[src/rtl/vga_frame_monitor_if.sv]
// Bundle of the sampled VGA output pins and the CPU register bus.
// The generator/CPU side uses master; the frame monitor uses slave.
interface vga_frame_monitor_if;
    logic        vga_clk;
    logic        vga_hs;
    logic        vga_vs;
    logic        vga_blank_n;
    logic [7:0]  vga_r;
    logic [7:0]  vga_g;
    logic [7:0]  vga_b;
    logic        chipselect;
    logic        write;
    logic [2:0]  address;
    logic [31:0] writedata;
    logic [31:0] readdata;
    logic        frame_done;
    logic        error;

    modport master (
        output vga_clk, vga_hs, vga_vs, vga_blank_n, vga_r, vga_g, vga_b,
        output chipselect, write, address, writedata,
        input  readdata, frame_done, error
    );

    modport slave (
        input  vga_clk, vga_hs, vga_vs, vga_blank_n, vga_r, vga_g, vga_b,
        input  chipselect, write, address, writedata,
        output readdata, frame_done, error
    );
endinterface

[src/rtl/vga_frame_monitor.sv]
// Samples the off-chip VGA pins, measures line/frame timing and a per-frame
// CRC-16-CCITT of active pixels, and exposes the results on a register slave.
module vga_frame_monitor #(
    parameter int unsigned H_ACTIVE = 640,
    parameter int unsigned V_ACTIVE = 480,
    parameter int unsigned V_TOTAL  = 525
) (
    input logic             clk,
    input logic             reset,
    vga_frame_monitor_if.slave bus
);
    typedef enum logic [1:0] {IDLE = 2'd0, WAIT_VS = 2'd1, FRAME = 2'd2} state_t;

    localparam logic [15:0] H_ACT_EXP = 16'(H_ACTIVE);
    localparam logic [15:0] V_ACT_EXP = 16'(V_ACTIVE);
    localparam logic [15:0] V_TOT_EXP = 16'(V_TOTAL);

    logic        clk_q, clk_qq, hs_q, hs_qd, vs_q, vs_qd, blank_q;
    logic [4:0]  r_q, g_q, b_q;
    logic        ps, hs_fall, vs_fall, act_ps, hs_ps, line_active, vs_line;
    logic [15:0] pix_word;
    logic        ctrl_wr, rd_en, clear_errors;

    state_t      state;
    logic        enable, line_err, frame_err, frame_done_r;
    logic [15:0] clk_cnt, act_cnt, hs_cnt, line_cnt, act_lines, vs_lines, crc;
    logic [15:0] h_total, h_act, hs_w, v_total_m, v_act, vs_w, crc_lat, frame_count;
    logic [31:0] rdata;
    logic        unused;

    function automatic logic [15:0] sat_inc(input logic [15:0] v);
        return (v == 16'hFFFF) ? v : v + 16'd1;
    endfunction

    function automatic logic [15:0] crc_next(input logic [15:0] c_in, input logic [15:0] d_in);
        logic [15:0] c;
        logic [15:0] d;
        logic        fb;
        c = c_in;
        d = d_in;
        for (int unsigned i = 0; i < 16; i++) begin
            fb = c[15] ^ d[15];
            c  = {c[14:0], 1'b0} ^ (fb ? 16'h1021 : 16'h0000);
            d  = {d[14:0], 1'b0};
        end
        return c;
    endfunction

    assign ps          = clk_q & ~clk_qq;
    assign hs_fall     = hs_qd & ~hs_q;
    assign vs_fall     = vs_qd & ~vs_q;
    assign act_ps      = ps & blank_q;
    assign hs_ps       = ps & ~hs_q;
    assign line_active = hs_fall & (act_cnt != '0);
    assign vs_line     = hs_fall & ~vs_q;
    assign pix_word    = {1'b0, r_q, g_q, b_q};

    assign ctrl_wr      = bus.chipselect & bus.write & (bus.address == 3'd0);
    assign clear_errors = ctrl_wr & bus.writedata[1];
    assign rd_en        = bus.chipselect & ~bus.write;

    assign bus.readdata   = rdata;
    assign bus.frame_done = frame_done_r;
    assign bus.error      = line_err | frame_err;
    assign unused = ^{bus.writedata[31:2], bus.vga_r[2:0], bus.vga_g[2:0], bus.vga_b[2:0]};

    always_ff @(posedge clk or posedge reset) begin
        if (reset) begin
            clk_q   <= 1'b0;
            clk_qq  <= 1'b0;
            hs_q    <= 1'b0;
            hs_qd   <= 1'b0;
            vs_q    <= 1'b0;
            vs_qd   <= 1'b0;
            blank_q <= 1'b0;
            r_q     <= '0;
            g_q     <= '0;
            b_q     <= '0;
        end else begin
            clk_q   <= bus.vga_clk;
            clk_qq  <= clk_q;
            hs_q    <= bus.vga_hs;
            hs_qd   <= hs_q;
            vs_q    <= bus.vga_vs;
            vs_qd   <= vs_q;
            blank_q <= bus.vga_blank_n;
            r_q     <= bus.vga_r[7:3];
            g_q     <= bus.vga_g[7:3];
            b_q     <= bus.vga_b[7:3];
        end
    end

    always_ff @(posedge clk or posedge reset) begin
        if (reset) begin
            state        <= IDLE;
            enable       <= 1'b0;
            line_err     <= 1'b0;
            frame_err    <= 1'b0;
            frame_done_r <= 1'b0;
            frame_count  <= '0;
            clk_cnt      <= '0;
            act_cnt      <= '0;
            hs_cnt       <= '0;
            line_cnt     <= '0;
            act_lines    <= '0;
            vs_lines     <= '0;
            crc          <= '0;
            h_total      <= '0;
            h_act        <= '0;
            hs_w         <= '0;
            v_total_m    <= '0;
            v_act        <= '0;
            vs_w         <= '0;
            crc_lat      <= '0;
        end else begin
            frame_done_r <= 1'b0;
            if (frame_done_r) frame_count <= frame_count + 16'd1;
            if (ctrl_wr) enable <= bus.writedata[0];
            // Clears come first so that a same-cycle error set below wins.
            if (clear_errors) begin
                line_err  <= 1'b0;
                frame_err <= 1'b0;
            end
            if (!enable) begin
                state     <= IDLE;
                clk_cnt   <= '0;
                act_cnt   <= '0;
                hs_cnt    <= '0;
                line_cnt  <= '0;
                act_lines <= '0;
                vs_lines  <= '0;
                crc       <= 16'hFFFF;
            end else begin
                case (state)
                    IDLE:    state <= WAIT_VS;
                    WAIT_VS: if (vs_fall) begin
                        state <= FRAME;
                        crc   <= 16'hFFFF;
                    end
                    FRAME: begin
                        // The edge cycle itself belongs to the new line/frame.
                        clk_cnt <= hs_fall ? 16'd1 : sat_inc(clk_cnt);
                        if (hs_fall) begin
                            h_total <= clk_cnt;
                            h_act   <= act_cnt;
                            hs_w    <= hs_cnt;
                            act_cnt <= {15'd0, act_ps};
                            hs_cnt  <= {15'd0, hs_ps};
                            if (act_cnt != '0 && act_cnt != H_ACT_EXP) line_err <= 1'b1;
                        end else begin
                            if (act_ps) act_cnt <= sat_inc(act_cnt);
                            if (hs_ps)  hs_cnt  <= sat_inc(hs_cnt);
                        end
                        if (vs_fall) begin
                            v_total_m    <= line_cnt;
                            v_act        <= act_lines;
                            vs_w         <= vs_lines;
                            crc_lat      <= crc;
                            frame_done_r <= 1'b1;
                            if (act_lines != V_ACT_EXP || line_cnt != V_TOT_EXP) frame_err <= 1'b1;
                            line_cnt  <= {15'd0, hs_fall};
                            act_lines <= {15'd0, line_active};
                            vs_lines  <= {15'd0, vs_line};
                            crc       <= act_ps ? crc_next(16'hFFFF, pix_word) : 16'hFFFF;
                        end else begin
                            if (hs_fall)     line_cnt  <= sat_inc(line_cnt);
                            if (line_active) act_lines <= sat_inc(act_lines);
                            if (vs_line)     vs_lines  <= sat_inc(vs_lines);
                            if (act_ps)      crc       <= crc_next(crc, pix_word);
                        end
                    end
                    default: state <= IDLE;
                endcase
            end
        end
    end

    always_ff @(posedge clk or posedge reset) begin
        if (reset) begin
            rdata <= '0;
        end else if (rd_en) begin
            case (bus.address)
                3'd0:    rdata <= {31'd0, enable};
                3'd1:    rdata <= {frame_count, 12'd0, state, frame_err, line_err};
                3'd2:    rdata <= {h_total, h_act};
                3'd3:    rdata <= {v_total_m, v_act};
                3'd4:    rdata <= {hs_w, vs_w};
                3'd5:    rdata <= {16'd0, crc_lat};
                default: rdata <= '0;
            endcase
        end
    end
endmodule

[src/flat_wrapper.sv]
// flat-port wrapper written by rule: the top's interface ports become plain ports
module vga_frame_monitor_flat 
#(
    parameter int unsigned H_ACTIVE = 640,
    parameter int unsigned V_ACTIVE = 480,
    parameter int unsigned V_TOTAL  = 525
)
  (clk, reset, bus_vga_clk, bus_vga_hs, bus_vga_vs, bus_vga_blank_n, bus_vga_r, bus_vga_g, bus_vga_b, bus_chipselect, bus_write, bus_address, bus_writedata, bus_readdata, bus_frame_done, bus_error);
  vga_frame_monitor_if bus_i ();
  input logic clk;
  input logic reset;
  input wire logic [$bits(bus_i.vga_clk)-1:0] bus_vga_clk;
  input wire logic [$bits(bus_i.vga_hs)-1:0] bus_vga_hs;
  input wire logic [$bits(bus_i.vga_vs)-1:0] bus_vga_vs;
  input wire logic [$bits(bus_i.vga_blank_n)-1:0] bus_vga_blank_n;
  input wire logic [$bits(bus_i.vga_r)-1:0] bus_vga_r;
  input wire logic [$bits(bus_i.vga_g)-1:0] bus_vga_g;
  input wire logic [$bits(bus_i.vga_b)-1:0] bus_vga_b;
  input wire logic [$bits(bus_i.chipselect)-1:0] bus_chipselect;
  input wire logic [$bits(bus_i.write)-1:0] bus_write;
  input wire logic [$bits(bus_i.address)-1:0] bus_address;
  input wire logic [$bits(bus_i.writedata)-1:0] bus_writedata;
  output wire logic [$bits(bus_i.readdata)-1:0] bus_readdata;
  output wire logic [$bits(bus_i.frame_done)-1:0] bus_frame_done;
  output wire logic [$bits(bus_i.error)-1:0] bus_error;
  assign bus_i.vga_clk = bus_vga_clk;
  assign bus_i.vga_hs = bus_vga_hs;
  assign bus_i.vga_vs = bus_vga_vs;
  assign bus_i.vga_blank_n = bus_vga_blank_n;
  assign bus_i.vga_r = bus_vga_r;
  assign bus_i.vga_g = bus_vga_g;
  assign bus_i.vga_b = bus_vga_b;
  assign bus_i.chipselect = bus_chipselect;
  assign bus_i.write = bus_write;
  assign bus_i.address = bus_address;
  assign bus_i.writedata = bus_writedata;
  assign bus_readdata = bus_i.readdata;
  assign bus_frame_done = bus_i.frame_done;
  assign bus_error = bus_i.error;
  vga_frame_monitor #(.H_ACTIVE(H_ACTIVE), .V_ACTIVE(V_ACTIVE), .V_TOTAL(V_TOTAL)) u_core (.clk(clk), .reset(reset), .bus(bus_i));
endmodule
[config.mk]
export PLATFORM = sky130hd
export DESIGN_NAME = vga_frame_monitor_flat
export DESIGN_NICKNAME = d
export VERILOG_FILES = /design/src/rtl/vga_frame_monitor_if.sv /design/src/rtl/vga_frame_monitor.sv /design/src/flat_wrapper.sv
export SDC_FILE = /design/constraint.sdc
export NUM_CORES = 1
export LEC_CHECK = 0
export CAP_MARGIN = 20
export CELL_PAD_IN_SITES_DETAIL_PLACEMENT = 0
export CELL_PAD_IN_SITES_GLOBAL_PLACEMENT = 1
export CORE_ASPECT_RATIO = 0.6
export CORE_MARGIN = 1
export CORE_UTILIZATION = 45
export CTS_CLUSTER_SIZE = 28
export DETAILED_ROUTE_END_ITERATION = 8
export DONT_BUFFER_PORTS = 1
export PLACE_DENSITY = 0.8
export REMOVE_ABC_BUFFERS = 1
export SETUP_SLACK_MARGIN = 0.1
export SYNTH_ARGS = -nofsm -noshare
export SYNTH_HDL_FRONTEND = slang
export SYNTH_SLANG_ARGS = --single-unit
export TNS_END_PERCENT = 50
[constraint.sdc]
create_clock -name clk -period 8.5 [get_ports clk]
set_input_delay 0.425 -clock clk [delete_from_list [all_inputs] [get_ports clk]]
set_output_delay 0.425 -clock clk [all_outputs]
set_load 0.02 [all_outputs]
==> flow_summary.toml, run 1 <==
[run_status]
status = "complete, no violations"

[worst_setup_path]
r2r-end = "u_core.act_lines[6]"
critPathArrivalTime_ns = 3.77
r2r_start = "u_core.state[0]"
end_kind = "flip-flop"
path_class = "reg2reg"
ff2ff_path_depth = 8
cp_max_fo = 17
crit_required_ns = 8.97
regToRegSetupSlack_ns = 5.21
worstSetupStartpointType = "flip-flop"

[layout]
fin_area_mm2 = 0.0158
layout.nets = 1516
multiInputGateArea_mm2 = 0.00645
final_cells = 1866
antennaDiodeCount = 0
final_common_cell = "dfrtp_1"
ff_latch_area_mm2 = 0.00751
n_fill_cell = 2870
fin_util_pct = 50.7
area_delta_synth_final_pct = 10.8
drive_above_1_share_pct = 8.28
final_cell_mix = "dfrtp_1, nand2_1, nor2_1, xnor2_1, o21ai_0"

[floorplanning]
core_mm2 = 0.0312
num_io_pins = 101
die_x_um = 232
rows = 50
die_area_mm2 = 0.0325
die_h_um = 140
start_util_pct = 45.8

[route]
drtIter0Drc = 999
dr_wl_met2_um = 14600
avgViaCountPerCell = 5.81
wl_met1_um = 19500
first_pass_iters = 7
wl_met3_um = 3250
via_count = 10800
top_layer = "met4"
wl_um = 37900
drc_errors = 0
avgRoutedWirePerCell_um = 20.3
ant_nets = 0

[yosys]
synth_ff_type = "dfrtp_1"
ys_types = 59
synth_warnings = 0
synthArstFlopShare_pct = 100
synth-seq-cells = 300
synthesis.area_mm2 = 0.0143
syn-instance-count = 1430
yosysSeqAreaShare_pct = 52.5
synth_edf_count = 0
avgSynthCellArea_um2 = 9.99

[clock_tree]
clock-sinks = 300
clockBufferDepth = 3
cts_tree = "done"
clk_latency_ns = 0.56
cts_made_buffers = 29
cts.clk_slew.worst_paths_ns = 0.06
root_buffer = "clkbuf_16"
htree_levels = 1

[placement]
gp_congestion = 0.872
port_buffers = 0
dp_hpwl_um = 26200
dpl_worst_slack_ns = 5.32
placed_area_mm2 = 0.0147
dp_cells = 1796

[timing]
fin_worst_skew_ns = 0.0134
layout_setup_ws_ns = 5.21
fmax_mhz = 304
max_slew_margin_pct = 19.8
period_minus_slack_ns = 3.29
slew_viol_final = 0
final_hold_viol_count = 0
whs_ns = 0.101
period_share_pct = 38.7
setup_violations = 0
tightest_slew_ns = 1.17
rsz0062_at_grt = "false"

[grt]
grt_pass1_wl_um = 60000
antenna_found_initial = 0
grt_max_degree = 174
grt.overflow.total = 0
grt_pass1_vias = 10100
grt_use_total_pct = 23.8

[power]
p_clk_share_pct = 32.3
p_sw_w = 0.00121
pwr_density_cell_mw_per_mm2 = 243
ir_drop_uv = 224
power_frac_comb_pct = 23.9
pwr-share-seq_pct = 43.8
p_int_w = 0.00263
swShare_pct = 31.5
leakagePower_nw = 6.95

[flow_run]
cap_violations = 0

[min_path]
min_path_cells = 3
hold_start = "bus_address[2]"
min_to = "u_core.enable"
min_path_type = "in2reg"
## timing repair
action                    in CTS  in global routing
buffers inserted               0                  0
hold endpoints to repair     147                  0
resized for setup              0                  0
hold buffers                  21                  0
## registers in the layout (all words and copies together) (netlist names), 2 cells and up
name                 cells
u_core.vs_lines         16
u_core.g_q               5
u_core.state             2
u_core.crc              16
u_core.h_total          16
u_core.b_q               5
u_core.hs_w             16
u_core.r_q               5
u_core.h_act            16
u_core.v_total_m        16
u_core.frame_count      16
u_core.act_cnt          16
u_core.hs_cnt           16
u_core.line_cnt         16
u_core.vs_w             16
u_core.clk_cnt          16
u_core.bus.readdata     32
u_core.crc_lat          16
u_core.v_act            16
u_core.act_lines        16
## logic make-up (layout without fill, tap and decap cells)
kind of cell | after synthesis | in the layout | share of synthesized area, %
fa+ha+maj | 14 | 14 | 1.23
compound gates | 253 | 253 | 11.7
buf+inv | 89 | 109 | 2.39
simple gates | 571 | 571 | 18.0
xor+xnor | 154 | 154 | 10.3
flops | 300 | 300 | 52.5
mux | 49 | 49 | 3.83
## critical path, stage by stage (launching register included)
cell and delay, ns:
dfrtp_1 0.41, inv_1 0.10, ha_1 0.45, nand2b_1 0.48, nand2_1 0.24, o21ba_2 0.24
a21oi_1 0.86, o21ai_0 0.25, a21oi_1 0.18
## worst max-delay path by stage
stage	startpoint	end	slack (ns)
finish	u_core.state[0]	u_core.act_lines[6]	5.21
floorplan	reset	u_core.act_cnt[0]	-0.21
global route	u_core.state[0]	u_core.vs_lines[15]	5.04
CTS	u_core.state[0]	u_core.hs_cnt[9]	5.29
detailed placement	u_core.state[0]	u_core.hs_cnt[9]	5.32
global placement	u_core.state[0]	u_core.hs_cnt[15]	5.34
## cells in the mapped netlist (28+ instances only)
cell      count  share of area (%)
a221oi_1     34                2.1
nand2_1     280                7.4
nor2_1       98                2.6
xor2_1       53                3.2
xnor2_1      92                5.6
o21ai_0      86                3.0
nand4_1      31                1.4
a21oi_1      45                1.6
dfrtp_1     300                 53
a22o_1       28                1.7
clkbuf_1     54                1.4
mux2_2       45                3.5
nand3_1      48                1.7
## metrics by stage
step	power [W]	setup TNS, ns
floorplan	0.00236	-64.27
global placement	0.00258	0
detailed placement	0.00260	0
CTS	0.00386	0
global route	0.00403	0
finish	0.00385	0
## power groups by stage
| stage | combinational (W) | clock (W) | sequential [W] |
|---|---|---|---|
| after floorplan | 0.000699 | 0 | 0.00166 |
| after global placement | 0.000877 | 0 | 0.00170 |
| after detailed placement | 0.000895 | 0 | 0.00171 |
| after CTS | 0.000909 | 0.00127 | 0.00168 |
| after global routing | 0.00100 | 0.00133 | 0.00170 |
| final | 0.000919 | 0.00124 | 0.00168 |
## area by class of cell
type | instances | area share, %
Sequential cell | 300 | 47.4
Multi-Input combinational cell | 1041 | 40.8
Clock buffer | 40 | 5.23
Tap cell | 416 | 3.29
Timing Repair Buffer | 37 | 2.25
Inverter | 26 | 0.664
Clock inverter | 6 | 0.364
## metal layers
| layer | up-vias | GRT usage [%] |
|---|---|---|
| li1 | 5015 | - |
| met1 | 5410 | 39.7 |
| met2 | 365 | 30.1 |
| met3 | 53 | 6.05 |
| met4 | 0 | 4.12 |
| met5 | - | 0 |
(Power assumes the default switching activity.)
==> inputs of run 2 (changes only) <==
Settings changed: ABC_AREA set to 1, CORE_UTILIZATION 45 to 48, PLACE_DENSITY 0.8 to 0.85.
Clock period 8.5 ns to 3.2 ns, I/O delays scaled along.
==> run 2 against run 1 <==
Clock power increased to 2.9 times the previous value. Setup slack worse by 4.5 ns. Cell count increased by 31%. Global-route usage up 4.2 points. Register-to-register slack worse by 4.5 ns.
==> flow_summary.toml, run 2 <==
[power]
p_int_w = 0.00676
ir_drop_uv = 443
p_sw_w = 0.00344
pwr-share-seq_pct = 44.1
leakagePower_nw = 7.86
p_clk_share_pct = 34.9
power_frac_comb_pct = 21.0
pwr_density_cell_mw_per_mm2 = 593
swShare_pct = 33.8

[timing]
max_slew_margin_pct = 32.9
fmax_mhz = 397
tightest_slew_ns = 1.01
setup_violations = 0
fin_worst_skew_ns = 0.0103
period_minus_slack_ns = 2.52
period_share_pct = 78.6
slew_viol_final = 0
final_hold_viol_count = 0
rsz0062_at_grt = "false"

[layout]
area_delta_synth_final_pct = 10.3
final_cells = 2442
multiInputGateArea_mm2 = 0.00694
ff_latch_area_mm2 = 0.00751
final_common_cell = "nand2_1"
largest_reg_flops = 32
layout.nets = 2086
fin_area_mm2 = 0.0172
drive_above_1_share_pct = 5.77
final_cell_mix = "nand2_1, dfrtp_1, inv_1, o21ai_0"
antennaDiodeCount = 0
n_fill_cell = 2961

[yosys]
yosysMostFrequentCell = "nand2_1"
synthesis.area_mm2 = 0.0156
syn-instance-count = 1999
synth_ff_type = "dfrtp_1"
yosys-top-cells-area = "dfrtp_1, nand2_1, o21ai_0"
ys_types = 52
synth.top_cells.by_count = "nand2_1, dfrtp_1, inv_1"
synth_area_leader_cell = "dfrtp_1"
yosysSeqAreaShare_pct = 48.1
synth_top_area_share_pct = 48.1
synth_edf_count = 0
synth_warnings = 0
synth-seq-cells = 300
synthArstFlopShare_pct = 100
avgSynthCellArea_um2 = 7.80

[grt]
antenna_found_initial = 0
grt_use_total_pct = 28.0
grt_max_degree = 98
grt_pass1_vias = 12300
grt_pass1_wl_um = 72100
grt.overflow.total = 0

[worst_setup_path]
cp_max_fo = 13
critPathSlowestCell = "dfrtp_1"
worstSetupStartpointType = "flip-flop"
path_class = "reg2reg"
critPathBufInv = 2
critPathTopFamily = "simple AND/OR/NAND/NOR gates"
cp_slowest_stage_delay_ns = 0.40
crit_top_cell = "nand2_1"
critPathArrivalTime_ns = 3.02
path_cells = "inv_1 -> ha_1 -> nor2_4 -> inv_2 -> nand2_1 -> nor2_1 -> o21ai_1 -> nand2_1 -> nand2_1 -> o21ai_0 -> nand2_1 -> nor2_1"
crit_required_ns = 3.70
end_kind = "flip-flop"

[clock_tree]
clock-sinks = 300
cts_tree = "done"
cts_made_buffers = 29
hold_buffers = 27
root_buffer = "clkbuf_16"
post-cts-setup-buffers = 0
htree_levels = 1
clk_latency_ns = 0.57
cts_resized = 0
cts.clk_slew.worst_paths_ns = 0.07
clockBufferDepth = 3

[placement]
port_buffers = 0
dp_hpwl_um = 33700
gp_congestion = 0.954
placed_area_mm2 = 0.0160
dp_cells = 2363

[floorplanning]
start_util_pct = 49.4
die_x_um = 235
core_mm2 = 0.0316
die_area_mm2 = 0.0332
rows = 50
num_io_pins = 101
die_h_um = 142

[route]
first_pass_iters = 6
avgViaCountPerCell = 5.59
wl_um = 45800
ant_nets = 0
drtIter0Drc = 1578
avgRoutedWirePerCell_um = 18.7
drc_errors = 0
via_count = 13600

[run_status]
status = "complete, no violations"

[flow_run]
cap_violations = 0

[min_path]
min_path_type = "in2reg"
[run 2: metrics by stage]
| step | TNS [ns] | hold WS [ns] | setup slack (ns) | utilization [%] | total power [W] |
|---|---|---|---|---|---|
| finish | 0 | 0.0511 | 0.684 | 54.4 | 0.0102 |
| global route | 0 | 0.0855 | 0.459 | 54.4 | 0.0107 |
| CTS | 0 | 0.0298 | 0.693 | 54.4 | 0.0102 |
| detailed placement | 0 | 0.185 | 0.714 | 50.6 | 0.00663 |
| global placement | 0 | 0.182 | 0.787 | 50.6 | 0.00658 |
| floorplan | -1574.77 | 0.191 | -5.25 | - | 0.00589 |
[run 2: worst register-to-register path, cell delays in order (launching register included)]
cell	delay, ns
dfrtp_1	0.40
inv_1	0.14
ha_1	0.28
nor2_4	0.10
inv_2	0.20
nand2_1	0.17
nor2_1	0.17
o21ai_1	0.10
nand2_1	0.36
nand2_1	0.17
o21ai_0	0.20
nand2_1	0.06
nor2_1	0.08
[run 2: final cells by class]
class	count	share of cell area [%]
clock buffer	42	4.79
inverter	213	4.73
sequential	300	43.7
clock inverter	10	0.764
multi-input combinational	1414	40.4
tap	416	3.03
timing repair buffer	47	2.66
[run 2: final timing paths]
kind / startpoint / to / slack [ns] / depth (start not counted)
worst max-delay path: u_core.state[0] / u_core.vs_lines[9] / 0.68 / 12
worst min-delay path: bus_address[2] / u_core.bus.readdata[0] / 0.05 / 4
worst max register to register: u_core.state[0] / u_core.vs_lines[9] / 0.68 / 12
worst min register to register: u_core.clk_q / u_core.clk_qq / 0.38 / 0
max in group asynchronous: reset / u_core.vs_w[4] / 2.02 / 3
min in group asynchronous: reset / u_core.clk_q / 0.23 / 2
[run 2: layer usage]
layer,vias to the layer above,global-route usage (%),routed length [um]
li1,6547,-,-
met1,6507,47.1,23600
met2,548,35.4,16900
met3,41,6.28,4690
met4,0,4.67,638
met5,-,0,0
[run 2: logic make-up (layout without fill, tap and decap cells)]
| group | Yosys count | after routing | share of synthesized area [%] |
|---|---|---|---|
| AND/OR/NAND/NOR | 1029 | 1029 | 28.6 |
| flip-flops | 300 | 300 | 48.1 |
| AO/OA/AOI/OAI | 294 | 294 | 10.4 |
| buffers and inverters | 285 | 312 | 7.33 |
| XOR/XNOR | 76 | 76 | 4.27 |
| adder cells (fa/ha/maj) | 14 | 14 | 1.12 |
| multiplexers | 1 | 1 | 0.0722 |
[run 2: power groups by stage]
stage          Clock (W)  Sequential, W  Combinational (W)
6_report         0.00356        0.00450            0.00214
5_1_grt          0.00376        0.00453            0.00240
4_1_cts          0.00361        0.00448            0.00212
3_5_place_dp           0        0.00455            0.00208
3_3_place_gp           0        0.00454            0.00205
2_1_floorplan          0        0.00446            0.00144
==> inputs of run 3 (changes only) <==
Settings changed: CORE_UTILIZATION 48 to 43, PLACE_DENSITY 0.85 to 0.81.
Clock period 3.2 ns to 2.05 ns, I/O delays scaled along.
==> run 3 against run 2 <==
Sequential share of layout area is 2.9 points lower. Clock skew rose by 0.016 ns. Sequential cell count stayed put. Critical endpoint is now u_core.frame_err. Count of clock-buffer cells in the layout shrank 2.
==> flow_summary.toml, run 3 (same netlist as run 2, synthesis figures left out) <==
[run_status]
status = "complete, no violations"

[route]
drc_errors = 0
avgRoutedWirePerCell_um = 18.6
wl_um = 48400
via_count = 14000
first_pass_iters = 6
drtIter0Drc = 1651
avgViaCountPerCell = 5.40
ant_nets = 0

[worst_setup_path]
end_kind = "flip-flop"
cp_max_fo = 5
critPathArrivalTime_ns = 2.37
path_cells = "inv_1 -> nor3_1 -> nand4_1 -> o31ai_1 -> nand2_1"
path_class = "reg2reg"
critPathSlowestCell = "o31ai_1"
critPathBufInv = 1
crit_required_ns = 2.50
critPathTopFamily = "simple AND/OR/NAND/NOR gates"
worstSetupStartpointType = "flip-flop"
cp_slowest_stage_delay_ns = 0.51

[grt]
grt.overflow.total = 0
grt_max_degree = 98
grt_pass1_wl_um = 75300
grt_pass1_vias = 13000
antenna_found_initial = 0
grt_use_total_pct = 26.4

[layout]
fin_area_mm2 = 0.0185
final_common_cell = "nand2_1"
largest_reg_flops = 32
layout.nets = 2190
area_delta_synth_final_pct = 18.4
final_cell_mix = "nand2_1, dfrtp_1, inv_1, o21ai_0, nand3_1"
fin_util_pct = 52.2
drive_above_1_share_pct = 12.2
antennaDiodeCount = 0

[placement]
port_buffers = 0
gp_congestion = 0.954
dp_hpwl_um = 35500
placed_area_mm2 = 0.0167
dpl_worst_slack_ns = 0.0347

[timing]
fin_worst_skew_ns = 0.0266
period_minus_slack_ns = 1.93
final_hold_viol_count = 0
tightest_slew_ns = 0.644
fmax_mhz = 519
layout_setup_ws_ns = 0.124
max_slew_margin_pct = 56.6
setup_violations = 0
period_share_pct = 94.0
rsz0062_at_grt = "true"
slew_viol_final = 0

[floorplanning]
core_mm2 = 0.0353
num_io_pins = 101
rows = 53
die_h_um = 150
die_area_mm2 = 0.0371
die_x_um = 248
start_util_pct = 44.1

[clock_tree]
htree_levels = 1
cts_made_buffers = 30
cts_tree = "done"
clockBufferDepth = 3
cts.clk_slew.worst_paths_ns = 0.07
clk_latency_ns = 0.59
root_buffer = "clkbuf_16"
clock-sinks = 300

[power]
leakagePower_nw = 8.50
ir_drop_uv = 667
pwr_density_cell_mw_per_mm2 = 944
power_w = 0.0174

[min_path]
min_path_type = "in2reg"

[flow_run]
cap_violations = 0
==> run 3: worst paths after layout <==
kind	startpoint	end	slack (ns)	cells past startpoint
setup / recovery	u_core.act_lines[5]	u_core.frame_err	0.12	5
hold / removal	bus_address[2]	u_core.bus.readdata[1]	0.03	4
setup reg to reg	u_core.act_lines[5]	u_core.frame_err	0.12	5
hold reg to reg	u_core.clk_q	u_core.clk_qq	0.39	0
max in group asynchronous	reset	u_core.frame_count[0]	1.20	3
min in group asynchronous	reset	u_core.act_cnt[4]	0.07	2
==> run 3: layer usage <==
metal,vias to the layer above,track usage [%],share of wire [%]
li1,6746,-,-
met1,6664,44.8,51
met2,561,32.6,37
met3,56,6.04,10
met4,0,4.85,1.7
met5,-,0,0
==> run 3: final cells by class <==
cell class,instances,area (um^2)
Multi-Input combinational cell,1416,7110
Clock buffer,40,860
Clock inverter,15,239
Sequential cell,300,7520
Fill cell,3318,16900
Tap cell,467,584
Timing Repair Buffer,148,1330
Inverter,213,826
==> run 3: worst reg2reg max path: stages, from the launching register on <==
cell     delay, ns
dfrtp_1       0.37
inv_1         0.12
nor3_1        0.48
nand4_1       0.20
o31ai_1       0.51
nand2_1       0.11
==> run 3: power by group <==
part	internal, W	total, W	switching [W]
Clock	0.00370	0.00622	0.00251
Sequential	0.00646	0.00695	0.000488
Combinational	0.00149	0.00425	0.00276
==> run 3: what timing repair did <==
action | in CTS | in global routing
pin swaps | 0 | 9
resized for setup | 3 | 52
hold buffers | 30 | 0
endpoints found under the setup margin | 24 | 116
buffers inserted | 0 | 13
gates cloned | 0 | 3
endpoints found under the hold margin | 327 | 0
==> run 3: stage by stage <==
step	cells	hold WS, ns	TNS (ns)
after floorplan	1927	0.134	-1958.74
after global placement	2498	0.0388	0
after detailed placement	2498	0.0410	0
after CTS	2583	0.00408	0
after global routing	2599	0.0666	0
final	2599	0.0266	0
